--- src/rtl/loader_pkg.sv ---
// loader_pkg: shared state encoding and command constants for the UART memory loader.
`default_nettype none

package loader_pkg;

  typedef enum logic [2:0] {
    IDLE  = 3'd0,
    HDR   = 3'd1,
    WDATA = 3'd2,
    RADDR = 3'd3,
    RDATA = 3'd4,
    RSEND = 3'd5,
    ACK   = 3'd6
  } state_t;

  localparam logic [7:0] CMD_WRITE = 8'h57;
  localparam logic [7:0] CMD_READ  = 8'h52;
  localparam int         HDR_BYTES = 6;

endpackage

`default_nettype wire

--- src/rtl/loader_timeout.sv ---
// loader_timeout: inter-byte watchdog; expired asserts after TIMEOUT_CYCLES enabled cycles without a clear.
`default_nettype none

module loader_timeout #(
  parameter int TIMEOUT_CYCLES = 1_200_000
) (
  input  logic clk,
  input  logic rst,
  input  logic clear,
  input  logic enable,
  output logic expired
);

  localparam int            W     = $clog2(TIMEOUT_CYCLES + 1);
  localparam logic [W-1:0]  LIMIT = W'(TIMEOUT_CYCLES);

  logic [W-1:0] count;

  // Saturates at LIMIT so expired stays asserted until the FSM leaves the timed states.
  always_ff @(posedge clk or posedge rst) begin
    if (rst) begin
      count <= '0;
    end else if (clear) begin
      count <= '0;
    end else if (enable && !expired) begin
      count <= count + 1'b1;
    end
  end

  assign expired = enable && (count == LIMIT);

endmodule

`default_nettype wire

--- src/rtl/uart_mem_loader.sv ---
// uart_mem_loader: turns a UART command stream into byte-granular memory reads/writes with tx replies.
`default_nettype none

module uart_mem_loader
  import loader_pkg::*;
#(
  parameter int         TIMEOUT_CYCLES = 1_200_000,
  parameter logic [7:0] ACK_BYTE       = 8'h06
) (
  input  logic        clk,
  input  logic        rst,
  input  logic [7:0]  rx_data,
  input  logic        rx_valid,
  output logic [7:0]  tx_data,
  output logic        tx_valid,
  input  logic        tx_ready,
  output logic        mem_valid,
  output logic        mem_write,
  output logic [3:0]  mem_wmask,
  output logic [31:0] mem_wdata,
  output logic [31:0] mem_addr,
  input  logic [31:0] mem_rdata,
  output logic        busy
);

  state_t      state, next_state;
  logic [31:0] addr;
  logic [15:0] remaining;
  logic [2:0]  hdr_cnt;
  logic        is_write;
  logic [7:0]  rbyte;
  logic        timed;
  logic        expired;

  assign timed = (state == HDR) || (state == WDATA);

  loader_timeout #(.TIMEOUT_CYCLES(TIMEOUT_CYCLES)) u_timeout (
    .clk     (clk),
    .rst     (rst),
    .clear   (rx_valid || !timed),
    .enable  (timed),
    .expired (expired)
  );

  always_ff @(posedge clk or posedge rst) begin
    if (rst) state <= IDLE;
    else     state <= next_state;
  end

  always_comb begin
    next_state = state;
    mem_valid  = 1'b0;
    mem_write  = 1'b0;
    mem_wmask  = 4'b0000;
    mem_wdata  = 32'h0;
    mem_addr   = addr;
    tx_valid   = 1'b0;
    tx_data    = 8'h00;
    case (state)
      IDLE: begin
        if (rx_valid && (rx_data == CMD_WRITE || rx_data == CMD_READ)) next_state = HDR;
      end
      HDR: begin
        if (expired) begin
          next_state = IDLE;
        end else if (rx_valid && hdr_cnt == 3'(HDR_BYTES - 1)) begin
          // The final header byte is the length MSB, so test the length before it is registered.
          if ({rx_data, remaining[15:8]} == 16'd0) next_state = ACK;
          else if (is_write)                       next_state = WDATA;
          else                                     next_state = RADDR;
        end
      end
      WDATA: begin
        if (expired) begin
          next_state = IDLE;
        end else if (rx_valid) begin
          mem_valid = 1'b1;
          mem_write = 1'b1;
          mem_wmask = 4'b0001 << addr[1:0];
          mem_wdata = {4{rx_data}};
          if (remaining == 16'd1) next_state = ACK;
        end
      end
      RADDR: begin
        mem_valid  = 1'b1;
        next_state = RDATA;
      end
      RDATA: next_state = RSEND;
      RSEND: begin
        tx_valid = 1'b1;
        tx_data  = rbyte;
        if (tx_ready) next_state = (remaining == 16'd1) ? ACK : RADDR;
      end
      ACK: begin
        tx_valid = 1'b1;
        tx_data  = ACK_BYTE;
        if (tx_ready) next_state = IDLE;
      end
      default: next_state = IDLE;
    endcase
  end

  always_ff @(posedge clk or posedge rst) begin
    if (rst) begin
      addr      <= 32'h0;
      remaining <= 16'h0;
      hdr_cnt   <= 3'd0;
      is_write  <= 1'b0;
      rbyte     <= 8'h00;
    end else begin
      case (state)
        IDLE: begin
          hdr_cnt  <= 3'd0;
          is_write <= (rx_data == CMD_WRITE);
        end
        HDR: begin
          if (rx_valid && !expired) begin
            hdr_cnt <= hdr_cnt + 3'd1;
            if (hdr_cnt < 3'd4) addr      <= {rx_data, addr[31:8]};
            else                remaining <= {rx_data, remaining[15:8]};
          end
        end
        WDATA: begin
          if (rx_valid && !expired) begin
            addr      <= addr + 32'd1;
            remaining <= remaining - 16'd1;
          end
        end
        RDATA: rbyte <= mem_rdata[{addr[1:0], 3'b000} +: 8];
        RSEND: begin
          if (tx_ready) begin
            addr      <= addr + 32'd1;
            remaining <= remaining - 16'd1;
          end
        end
        default: ;
      endcase
    end
  end

  assign busy = (state != IDLE);

endmodule

`default_nettype wire

--- config.mk ---
export PLATFORM = sky130hd
export DESIGN_NAME = uart_mem_loader
export DESIGN_NICKNAME = d
export VERILOG_FILES = /design/src/rtl/loader_pkg.sv /design/src/rtl/loader_timeout.sv /design/src/rtl/uart_mem_loader.sv
export SDC_FILE = /design/constraint.sdc
export NUM_CORES = 1
export LEC_CHECK = 0
export ABC_AREA = 1
export BUFFER_PORTS_ARGS = -buffer_cell sky130_fd_sc_hd__clkbuf_2
export CAP_MARGIN = 20
export CORE_MARGIN = 3
export CORE_UTILIZATION = 45
export CTS_BUF_LIST = sky130_fd_sc_hd__clkbuf_8
export CTS_CLUSTER_DIAMETER = 60
export DETAILED_ROUTE_END_ITERATION = 12
export GPL_ROUTABILITY_DRIVEN = 0
export PLACE_DENSITY = 0.75
export REMOVE_ABC_BUFFERS = 1
export SYNTH_ARGS = -nofsm -noshare
export SYNTH_HDL_FRONTEND = slang
export SYNTH_SLANG_ARGS = --single-unit
export TNS_END_PERCENT = 30
--- constraint.sdc ---
create_clock -name clk -period 2.8 [get_ports clk]
set_input_delay 0.84 -clock clk [delete_from_list [all_inputs] [get_ports clk]]
set_output_delay 0.84 -clock clk [all_outputs]
set_load 0.01 [all_outputs]
### Yosys cells after proc, flatten, opt, wreduce, memory -nomap -nowiden

Index checks and enable logic that the tools add are counted.
Widths: inputs -> output; s select.

* output and inout port bits: 80
* flip-flop bits (word level): 84

* shifts and indexed selects: 2
* mux-type cells: 38
* reduce and logical (&&, ||, !) cells: 21
* equality and inequality tests: 21
* $lt $le $gt $ge: 1
* add/sub/neg operators: 4

Operators with widths (number)
* $mux 32: 7
* $pmux 32 s3: 1
* $mux 16: 4
* $pmux 16 s3: 1
* $mux 21: 2
* $mux 3: 11
* $add 32x1->32 const B: 1
* $shiftx 32x6->8: 1
* $add 21x1->21 const B: 1
* $eq 21x21->1 const B: 1
* $pmux 3 s7: 1
* $eq 16x1->1 const B: 1
* $eq 8x7->1 const B: 2
* $logic_not 16->1: 1
* $pmux 8 s2: 1
* $sub 16x1->16 const B: 1
* $eq 3x3->1 const B: 4
* $mux 4: 3
* $reduce_and 5->1: 2
* $ne 2x2->1 const B: 4
* $eq 3x2->1 const B: 2
* $ne 2x1->1 const B: 3
* $ne 3x1->1 const B: 2
* $pmux 3 s2: 1
* other kinds (16): 29

### Longest topological paths before layout

Gate-level depths: netlist (run 1).

* word-level depth: 7
* depth in mapped cells: 13

### Hierarchy

From an unflattened synthesis (run 1), not the netlist that was laid out.

* cells, all modules: 1064
* area total of the unflattened synthesis: 6617.6 µm²

Modules (own cells, without submodules)
* uart_mem_loader: area an instance 5129.9 µm², instances 1, cells an instance 840
* loader_timeout: area an instance 1487.7 µm², instances 1, cells an instance 224

### Least setup slack after synthesis (run 1)

OpenSTA, ideal clock, no wires.

* path kind: reg2out
* from: register u_timeout.count[0]
* to: output mem_wdata[12]
* path slack: 0.004 ns
* buffers on the path: 3
* required time: 1.960 ns
* stages on the path, launching flop included: 13
* data arrival time: 1.956 ns
* cells stage by stage: dfrtp_1 inv_1 ha_1 nand2_1 nor3_1 nand3_2 buf_6 nand2_1 nor2_1 inv_1 buf_4 nor2_1 buf_4

* longest elaborated chain between the ends: 4

RTL lines
* start, declared: RTL line loader_timeout.sv:17 `logic [W-1:0] count;`
* start signal, assigned: RTL line loader_timeout.sv:26 `count <= count + 1'b1;`
* $eq 21x21->1: RTL line loader_timeout.sv:30 `assign expired = enable && (count == LIMIT);`
* $logic_and 1x1->1: RTL line loader_timeout.sv:30
* $mux 32: RTL line uart_mem_loader.sv:74 `if (expired) begin`
* $mux 32: RTL line uart_mem_loader.sv:59 `case (state)`
* end, declared: RTL line uart_mem_loader.sv:20 `output logic [31:0] mem_wdata,`

Every way passes these cells.

### Worst setup path in the final report (run 1)

* from: register u_timeout.count[0]
* to: output mem_wdata[11]

Same word-level chain as after synthesis.

==> flow_metrics.tcl, run 1 <==
set metrics [dict create \
    synth_edf_count 0 \
    crit_type "flop to output pin" \
    synth_seq_cells 84 \
    synth_warnings 0 \
    arrival_ps 2030 \
    synth.distinct_cells 37 \
    post_drt_via_cell_ratio 5.08 \
    cp-end-kind "output pin" \
    synth_top_area_cell "dfrtp_1" \
    required_ps 1960 \
    cts_buffers 9 \
    ir_drop_mv 0.479 \
    num_rows 43 \
    outcome "complete, but fails checks" \
    hold-worst-slack_ps 459 \
    placed_cells 1321 \
    grt_overflow 0 \
    layoutNonFillerInstCount 1346 \
    synth_top_area_share_pct 32.4 \
    cts_root_buffer "clkbuf_8" \
    hold_class "primary input to async pin" \
    skew_ps 9.87 \
    initial_core_util_pct 46.3 \
    ys.flop_type "dfrtp_1" \
    synth-seq-area-share_pct 32.4 \
    cts_tree "done" \
    failed_checks "negative setup slack" \
    route.met2.wl_um 8200 \
    hold_buffers 0 \
    num_vias 6836 \
    grt_max_degree 57 \
    track_usage_pct 22.4 \
    tritoncts_num_sinks 84 \
    syn_avg_cell_area_um2 6.18 \
    drtIter0Drc 492 \
    post-route-period-util_pct 102 \
    wl_per_cell_um 13.4 \
    slowest_stage "dfrtp_1" \
    critical_path_buf_inv_count 4 \
    wl_met3_um 1340 \
    maxUsedRoutingLayer "met4" \
    die_w_um 126 \
    grt_setup_unrepaired "true" \
    timing.max_cap.violations 0 \
    hold_viol_final 0 \
    final_max_slew_viol_count 0 \
    num-fill-cells 1430 \
    stdcell_area_mm2 0.00759 \
    power_mw 6.50 \
    dp_hpwl_um 13100 \
    crit_family "simple AND/OR/NAND/NOR gates" \
    syn2layout_area_growth_pct 17.1 \
    place_area_mm2 0.00714 \
    slew_headroom_pct 61.1 \
    p_per_area_mw_per_mm2 856 \
    wirelength_um 18000 \
    start_kind "flop" \
    dp_slack_ps 129 \
    fmax_mhz 349 \
    die_h_um 126 \
    clock_latency_ps 390 \
    layout-drive-gt1-share_pct 18.2 \
    cts.clk_slew.worst_paths_ps 100 \
    antenna_cells 0 \
    ios 124 \
    antenna_found_initial 0 \
    die-area_mm2 0.0159 \
    grt_first_pass_wirelength_um 29600 \
    cp_max_fo 8 \
    grt_pass1_vias 6140 \
    final_nets 1215 \
    clockBufferDepth 2 \
    drc_errors 0 \
    wl_met1_um 8230 \
    async_flop_share_pct 100 \
    path_cells "inv_2 > ha_4 > nand2_4 > nor3_4 > nand3_2 > nand2_4 > nor2_4 > inv_2 > buf_12 > nor2_4 > buf_6" \
    syn_area_mm2 0.00648 \
    setup-violations-final 35 \
    synth.area.top_cells "dfrtp_1 (32%), nand2_1 (24%), nor2_1 (9.1%)" \
    synth_cells 1049 \
    post-route-min-period_ps 2870 \
    slowest_delay_ps 400 \
    first_pass_iters 6 \
    coreArea_mm2 0.0140 \
    h-tree-depth 3 \
    worst_pin_slew_ps 582 \
    detail-route-antenna-nets 0 \
    port-buffer-count 123 \
    p_leak_nw 3.94 \
    setup_ws_ps -69.1 \
]
-- power by group --
part | switching (mW) | total (mW) | internal [mW] | leakage, nW
Sequential | 0.528 | 2.12 | 1.59 | 1.10
Combinational | 2.20 | 3.42 | 1.22 | 2.74
Clock | 0.524 | 0.950 | 0.426 | 0.102
Total | 3.25 | 6.50 | 3.24 | 3.94
-- layout make-up --
class / instances / area (µm²) / share of cell area [%]
clock buffer: 9 / 124 / 1.63
clock inverter: 7 / 83.8 / 1.10
inverter: 93 / 350 / 4.62
multi-input combinational: 819 / 3780 / 49.8
sequential: 84 / 2100 / 27.7
tap: 180 / 225 / 2.97
timing repair buffer: 154 / 921 / 12.1
-- stage by stage --
step / TNS, ps / utilization [%]
5_1_grt: -4410 / 54.3
3_5_place_dp: 0 / 51.1
3_3_place_gp: 0 / 51.1
4_1_cts: 0 / 53.3
2_1_floorplan: -18540 / -
6_report: -1690 / 54.3
-- logic make-up (layout without fill, tap and decap cells) --
kind of cell,Yosys count,count (layout),share of synthesized area [%]
AND/OR/NAND/NOR,695,695,44.0
buffers and inverters,146,263,11.0
AO/OA/AOI/OAI,97,97,8.36
flip-flops,84,84,32.4
XOR/XNOR,17,17,2.30
adder cells (fa/ha/maj),10,10,1.93
-- final timing paths --
| path | start | to | slack [ps] | cells past startpoint |
|---|---|---|---|---|
| setup / recovery | u_timeout.count[0] | mem_wdata[11] | -70 | 11 |
| hold / removal | rst | rbyte[1] | 460 | 2 |
| setup reg to reg | u_timeout.count[0] | remaining[15] | 480 | 13 |
| hold reg to reg | remaining[15] | remaining[15] | 510 | 2 |
| max in group asynchronous | rst | remaining[7] | 1550 | 3 |
| min in group clk | remaining[15] | remaining[15] | 510 | 2 |
-- worst reg2reg max path, delay by kind of cell, from the launching register on --
| kind | cells | cell delay (ps) |
|---|---|---|
| buffers and inverters | 4 | 690 |
| AND/OR/NAND/NOR | 8 | 1030 |
| flip-flops | 1 | 400 |
| adder cells (fa/ha/maj) | 1 | 140 |
-- routing by layer --
layer / global-route usage (%) / vias to the layer above
met5: 0 / -
met4: 6.37 / 0
met3: 4.24 / 21
met2: 35.2 / 253
met1: 31.8 / 3081
li1: - / 3481
-- synthesized netlist by cell type, drive strengths merged (2+ instances only) --
| cell type | n |
|---|---|
| nand2 | 429 |
| nor2 | 159 |
| inv | 92 |
| dfrtp | 84 |
| nand3 | 75 |
| o21ai | 68 |
| buf | 45 |
| nand3b | 13 |
| a21oi | 12 |
| xor2 | 11 |
| ha | 10 |
| nor3 | 10 |
| clkbuf | 8 |
| o22ai | 8 |
| nand4 | 6 |
| xnor2 | 6 |
| a31oi | 2 |
| o31ai | 2 |
| or2 | 2 |
-- registers in the layout, indices dropped and copies added (netlist names) --
signal           cells
rbyte                8
remaining           16
mem_addr            32
is_write             1
state                3
hdr_cnt              3
u_timeout.count     21
-- placed cells by master (no fill, tap or decap), types with 4 or more instances in the layout --
| master | netlist | routed |
|---|---|---|
| clkbuf_2 | 0 | 116 |
| nand2_1 | 423 | 420 |
| dfrtp_1 | 84 | 83 |
| nor2_1 | 157 | 148 |
| nand3_2 | 3 | 4 |
| o22ai_1 | 8 | 8 |
| nor3_1 | 9 | 8 |
| nor2_4 | 1 | 10 |
| buf_4 | 28 | 28 |
| nand3b_1 | 13 | 13 |
| xnor2_1 | 6 | 6 |
| ha_1 | 10 | 9 |
| nand3_1 | 72 | 71 |
| inv_2 | 4 | 8 |
| a21oi_1 | 10 | 10 |
| nand4_1 | 6 | 6 |
| xor2_1 | 11 | 11 |
| o21ai_0 | 67 | 67 |
| clkbuf_8 | 0 | 9 |
| nand2_4 | 4 | 6 |
| buf_6 | 6 | 8 |
| inv_1 | 88 | 83 |
-- timing repair --
action                                 in CTS  in global routing
resized for setup                          24                 26
pin swaps                                   1                  6
setup endpoints to repair                  37                 38
endpoints found under the hold margin       0                  0
buffers inserted                            3                  6
(Power assumes the default switching activity.)
==> run 2, diff against run 1 <==
Settings changed: BUFFER_PORTS_ARGS -buffer_cell sky130_fd_sc_hd__clkbuf_2 to -buffer_cell sky130_fd_sc_hd__buf_4, CTS_BUF_LIST sky130_fd_sc_hd__clkbuf_8 to sky130_fd_sc_hd__clkbuf_4 sky130_fd_sc_hd__clkbuf_8.
==> run 2 against run 1 <==
Compared with the run above:
- the flow now finishes without violations
- design area up 4.2%
- routed wire length up 1.8%
- hold slack worse by 5.2 ps
- sequential cell count unchanged
- combinational power up 5%
- cell count up 0.30%
- global-route usage up 0.19 points
- sequential share of layout area down 1.1 points
- clock power up 6%
- worst setup slack better by 110 ps
- non-clock buffer count up 5
- total power up 3.3%
- critical endpoint is now mem_wdata[24]
- largest power group unchanged
==> flow_metrics.tcl, run 2 (synthesis gave the netlist of run 1 again) <==
set metrics [dict create \
    wirelength_um 18400 \
    cts_tree "done" \
    cp-end-kind "output pin" \
    cts_buffers 9 \
    die_h_um 126 \
    initial_core_util_pct 46.3 \
    track_usage_pct 22.6 \
    antenna_found_initial 0 \
    cts_root_buffer "clkbuf_8" \
    clock_latency_ps 380 \
    num_vias 6843 \
    worst_pin_slew_ps 557 \
    grt_pass1_vias 6164 \
    final_max_slew_viol_count 0 \
    grt_first_pass_wirelength_um 29700 \
    detail-route-antenna-nets 0 \
    die_w_um 126 \
    num_rows 43 \
    post-route-min-period_ps 2760 \
    dp_hpwl_um 13300 \
    wl_met3_um 1190 \
    ios 124 \
    outcome "finished clean" \
    first_pass_iters 5 \
    crit_type "flop to output pin" \
    grt_max_degree 57 \
    slew_headroom_pct 62.9 \
    tritoncts_num_sinks 84 \
    drtIter0Drc 609 \
    setup-violations-final 0 \
    p_leak_nw 4.05 \
    post_drt_via_cell_ratio 5.07 \
    maxUsedRoutingLayer "met4" \
    start_kind "flop" \
    final_nets 1220 \
    power_mw 6.71 \
    hold_viol_final 0 \
    timing.max_cap.violations 0 \
    hold-worst-slack_ps 454 \
    critPathMostFrequentCell "nor2_4" \
    fmax_mhz 363 \
    drc_errors 0 \
    skew_ps 16.5 \
    grt_setup_unrepaired "true" \
    die-area_mm2 0.0159 \
    route.met2.wl_um 8390 \
    cts.clk_slew.worst_paths_ps 100 \
    regArea_mm2 0.00210 \
    final_common_cell "nand2_1" \
    clockBufferDepth 2 \
    ir_drop_mv 0.671 \
    slowest_delay_ps 400 \
    cp_max_fo 4 \
    hold_class "primary input to async pin" \
    arrival_ps 1920 \
    antenna_cells 0 \
    syn2layout_area_growth_pct 22.0 \
    num-fill-cells 1426 \
    port-buffer-count 123 \
    p_per_area_mw_per_mm2 849 \
    coreArea_mm2 0.0140 \
    largest_reg_flops 32 \
    path_cells "inv_2 > ha_4 > nand2_2 > nor3_2 > nand3_2 > nand2_4 > nor2_4 > inv_4 > buf_8 > nor2_4 > buf_4" \
    layout-drive-gt1-share_pct 18.7 \
    required_ps 1960 \
    grt_overflow 0 \
    final_cell_mix "nand2_1 (419), buf_4 (155), nor2_1 (144)" \
    slowest_stage "dfrtp_1" \
    post-route-period-util_pct 98.4 \
    h-tree-depth 3 \
    multi_input_area_mm2 0.00378 \
    wl_per_cell_um 13.6 \
    wl_met1_um 8460 \
]
==> run 2: cell count changes in the layout (fill, tap and decap cells not counted), sizes merged <==
cell,previous run,this run
clkbuf,125,10
bufinv,1,2
inv,93,92
buf,38,159
clkinv,5,3
==> run 2: cell type report <==
cell class	count	share of cell area, %
well taps	180	2.85
multi-input cells	819	47.8
clock buffers	10	1.74
inverters	93	4.46
repair buffers	159	15.5
clock inverters	5	1.08
flip-flops and latches	84	26.6
==> run 2: routing by layer <==
layer / GRT usage (%) / up-vias
met1: 31.8 / 3121
met4: 6.50 / 0
met3: 4.11 / 24
li1: - / 3500
met5: 0 / -
met2: 35.8 / 198
==> run 2: worst max-delay path: cells and delay by family (launching register included) <==
| family | cells | cell delay [ps] |
|---|---|---|
| AND/OR/NAND/NOR | 6 | 550 |
| buffers and inverters | 4 | 460 |
| flip-flops | 1 | 400 |
| adder cells (fa/ha/maj) | 1 | 130 |
==> run 2: power breakdown <==
part | leakage, nW | internal [mW] | switching [mW] | total [mW]
Clock | 0.109 | 0.527 | 0.485 | 1.01
Combinational | 2.84 | 1.37 | 2.21 | 3.59
Sequential | 1.10 | 1.59 | 0.520 | 2.11
Total | 4.05 | 3.49 | 3.22 | 6.71
==> run 2: path summary, 6_finish.rpt <==
| check | start | end | slack, ps | cells after the start |
|---|---|---|---|---|
| setup / recovery | u_timeout.count[0] | mem_wdata[24] | 40 | 11 |
| max in group asynchronous | rst | remaining[6] | 1570 | 3 |
| min in group clk | is_write | is_write | 490 | 1 |
| hold / removal | rst | state[1] | 450 | 2 |
| hold reg to reg | is_write | is_write | 490 | 1 |
| setup reg to reg | u_timeout.count[0] | mem_addr[31] | 300 | 13 |
==> run 2: timing repair <==
| item | 4_1_cts | 5_1_grt |
|---|---|---|
| hold buffers | 0 | 0 |
| gates resized for setup | 25 | 15 |
| pin swaps | 3 | 3 |
| endpoints found under the setup margin | 37 | 37 |
| buffers inserted | 7 | 7 |
==> run 2: stage by stage <==
stage,instances,setup WS (ps),TNS [ps],util [%],cell area [µm²]
final,1350,44.4,0,56.5,7910
after global routing,1350,-29.6,-752,56.5,7910
after CTS,1343,11.9,0,55.7,7790
after detailed placement,1321,-36.4,-112,53.1,7430
after global placement,1321,21.9,0,53.1,7430
after floorplan,996,-205,-18540,-,6120
==> run 3, diff against run 2 <==
Settings changed: PLACE_DENSITY 0.75 to 0.74, SYNTH_HIERARCHICAL set to 1.
==> run 3 against run 2 <==
Compared with the run above:
- the flow now finishes with violations (negative setup slack)
- die area rose by 2.0%
- utilization rose by 2.4 points
- via count rose by 6.1%
- hold slack got worse by 3.4 ps
- sequential power rose by 6%
- critical path type unchanged
- largest cell class unchanged
- largest power group unchanged
==> flow_metrics.tcl, run 3 <==
set metrics [dict create \
    cts_root_buffer "clkbuf_8" \
    grt_max_degree 78 \
    first_pass_iters 6 \
    port-buffer-count 123 \
    synth_warnings 6 \
    clock_latency_ps 390 \
    initial_core_util_pct 46.8 \
    wl_per_cell_um 14.0 \
    placed_cells 1345 \
    final_max_slew_viol_count 0 \
    grt_overflow 0 \
    arrival_ps 2140 \
    hold_buffers 0 \
    yosysMostFrequentCell "nand2_1" \
    timing.max_cap.violations 0 \
    swShare_pct 48.0 \
    num_rows 43 \
    die_w_um 127 \
    async_flop_share_pct 100 \
    synth_cells 1064 \
    wirelength_um 19300 \
    largest_reg_flops 32 \
    failed_checks "negative setup slack" \
    reg2reg_to "u_timeout/count[6]" \
    ios 124 \
    p_int_mw 3.91 \
    ir_drop_mv 0.600 \
    hold-worst-slack_ps 450 \
    drc_errors 0 \
    post-route-period-util_pct 106 \
    synth_edf_count 0 \
    final_nets 1248 \
    p_leak_nw 4.09 \
    detail-route-antenna-nets 0 \
    outcome "complete, but fails checks" \
    cts_buffers 9 \
    crit_type "flop to output pin" \
    p_per_area_mw_per_mm2 901 \
    synth_top_area_cell "dfrtp_1" \
    start_kind "flop" \
    synth_seq_cells 84 \
    track_usage_pct 23.9 \
    h-tree-depth 3 \
    die_h_um 127 \
    ys.flop_type "dfrtp_1" \
    hold_viol_final 0 \
    reg2reg_from "u_timeout/count[1]" \
    final_common_cell "nand2_1" \
    layout-drive-gt1-share_pct 21.1 \
    reg2reg_slack_ps 220 \
    skew_ps 11.2 \
    syn_area_mm2 0.00662 \
    cp_max_fo 8 \
    synth.area.top_cells "dfrtp_1 (32%), nand2_1 (19%), nor2_1 (11%)" \
    grt_first_pass_wirelength_um 31700 \
    synth.distinct_cells 37 \
    slew_headroom_pct 44.3 \
    antenna_cells 0 \
    post-route-min-period_ps 2980 \
    slowest_delay_ps 400 \
    dp_slack_ps -9.96 \
    hold_class "primary input to async pin" \
    tritoncts_num_sinks 84 \
    post_drt_via_cell_ratio 5.27 \
    cts.clk_slew.worst_paths_ps 90 \
    syn_avg_cell_area_um2 6.22 \
    comb_power_share_pct 54.7 \
    worst_pin_slew_ps 834 \
    num_vias 7262 \
    critPathMostFrequentCell "nor2_4" \
    power.switching_mw 3.60 \
    slowest_stage "dfrtp_1" \
    p_clk_share_pct 15.6 \
    setup-violations-final 38 \
    setup_ws_ps -179 \
    synth_top_area_share_pct 31.8 \
    fmax_mhz 336 \
    grt_pass1_vias 6805 \
    dp_hpwl_um 13900 \
    reg2regPathDepth 19 \
    syn2layout_area_growth_pct 25.9 \
    antenna_found_initial 0 \
    layoutNonFillerInstCount 1379 \
    path_cells "inv_2 > ha_4 > nand2_4 > inv_4 > nand2_4 > nor2_4 > nand3_4 > nor2_4 > nor2_4 > inv_2 > nor2_4 > inv_2 > buf_12 > nor2_4 > buf_4" \
    synth-seq-area-share_pct 31.8 \
    coreArea_mm2 0.0141 \
    die-area_mm2 0.0162 \
    required_ps 1960 \
    drtIter0Drc 769 \
    cts_tree "done" \
    synth_common_cells "nand2_1 (331), nor2_1 (188), inv_1 (111)" \
    grt_setup_unrepaired "true" \
    final_cell_mix "nand2_1 (329), nor2_1 (174), buf_4 (141)" \
    seq_power_share_pct 29.7 \
    cp-end-kind "output pin" \
    clockBufferDepth 2 \
]
run 3: changes by cell type after synthesis, sizes merged, moves of 5 or more:
cell and change:
nand3 +11, a21oi +15, nand2 -91, nor2 +42, nand4 +13, nor3 -7
nand3b -10, inv +26, xnor2 -5, a21boi +5, o211ai +5, o21ai +12
run 3: cell families after synthesis:
logic type	count (synthesis)	share of synthesized area, %
simple gates	656	42.0
buf+inv	173	12.3
compound gates	127	10.2
flops	84	31.8
xor+xnor	14	1.85
fa+ha+maj	10	1.89
run 3: timing repair:
| item | in CTS | in global routing |
|---|---|---|
| endpoints found under the setup margin | 38 | 52 |
| pin swaps | 13 | 12 |
| gates cloned | 1 | 0 |
| resized for setup | 53 | 22 |
| setup buffers | 21 | 0 |
run 3: cell type report:
| cell class | instances | area, µm² |
|---|---|---|
| Fill cell | 1351 | 5820 |
| Multi-Input combinational cell | 808 | 3860 |
| Sequential cell | 84 | 2100 |
| Timing Repair Buffer | 171 | 1420 |
| Inverter | 120 | 458 |
| Tap cell | 180 | 225 |
| Clock inverter | 7 | 139 |
| Clock buffer | 9 | 124 |
run 3: routing by layer:
metal / track usage (%) / routed length (µm) / vias up
met2: 39.4 / 9270 / 274
met4: 8.71 / 495 / 0
met3: 3.93 / 1310 / 36
li1: - / - / 3600
met5: 0 / 0 / -
met1: 31.5 / 8280 / 3352
run 3: power groups by stage:
stage / logic (mW) / registers (mW) / clock network [mW]
finish: 4.11 / 2.23 / 1.17
global route: 4.62 / 2.30 / 1.23
CTS: 4.08 / 2.21 / 1.18
detailed placement: 3.91 / 2.23 / 0
global placement: 3.83 / 2.23 / 0
floorplan: 2.42 / 2.19 / 0
run 3: worst max path at each step:
stage | from | endpoint | slack (ps) | cells after the start
after floorplan | u_timeout/count[0] | mem_wdata[0] | -210 | 13
after global placement | u_timeout/count[1] | mem_wdata[4] | 70 | 15
after detailed placement | u_timeout/count[0] | mem_wdata[28] | -10 | 15
after CTS | u_timeout/count[1] | mem_wdata[28] | -160 | 15
after global routing | u_timeout/count[1] | mem_wdata[13] | -270 | 15
final | u_timeout/count[1] | mem_wdata[13] | -180 | 15
run 3: worst max-delay path: cells and delay by family (launching register included):
| family | cells | cell delay [ps] |
|---|---|---|
| fa+ha+maj | 1 | 150 |
| buf+inv | 6 | 620 |
| flops | 1 | 400 |
| simple gates | 8 | 580 |
run 3: per-stage QoR:
stage	total power, mW	utilization [%]	instance area, µm²	TNS, ps
detailed placement	6.14	54.2	7670	-33.5
floorplan	4.61	-	6260	-6660
CTS	7.47	58.5	8280	-4080
finish	7.51	58.9	8330	-5770
global route	8.15	58.9	8330	-9380
global placement	6.06	54.2	7670	0
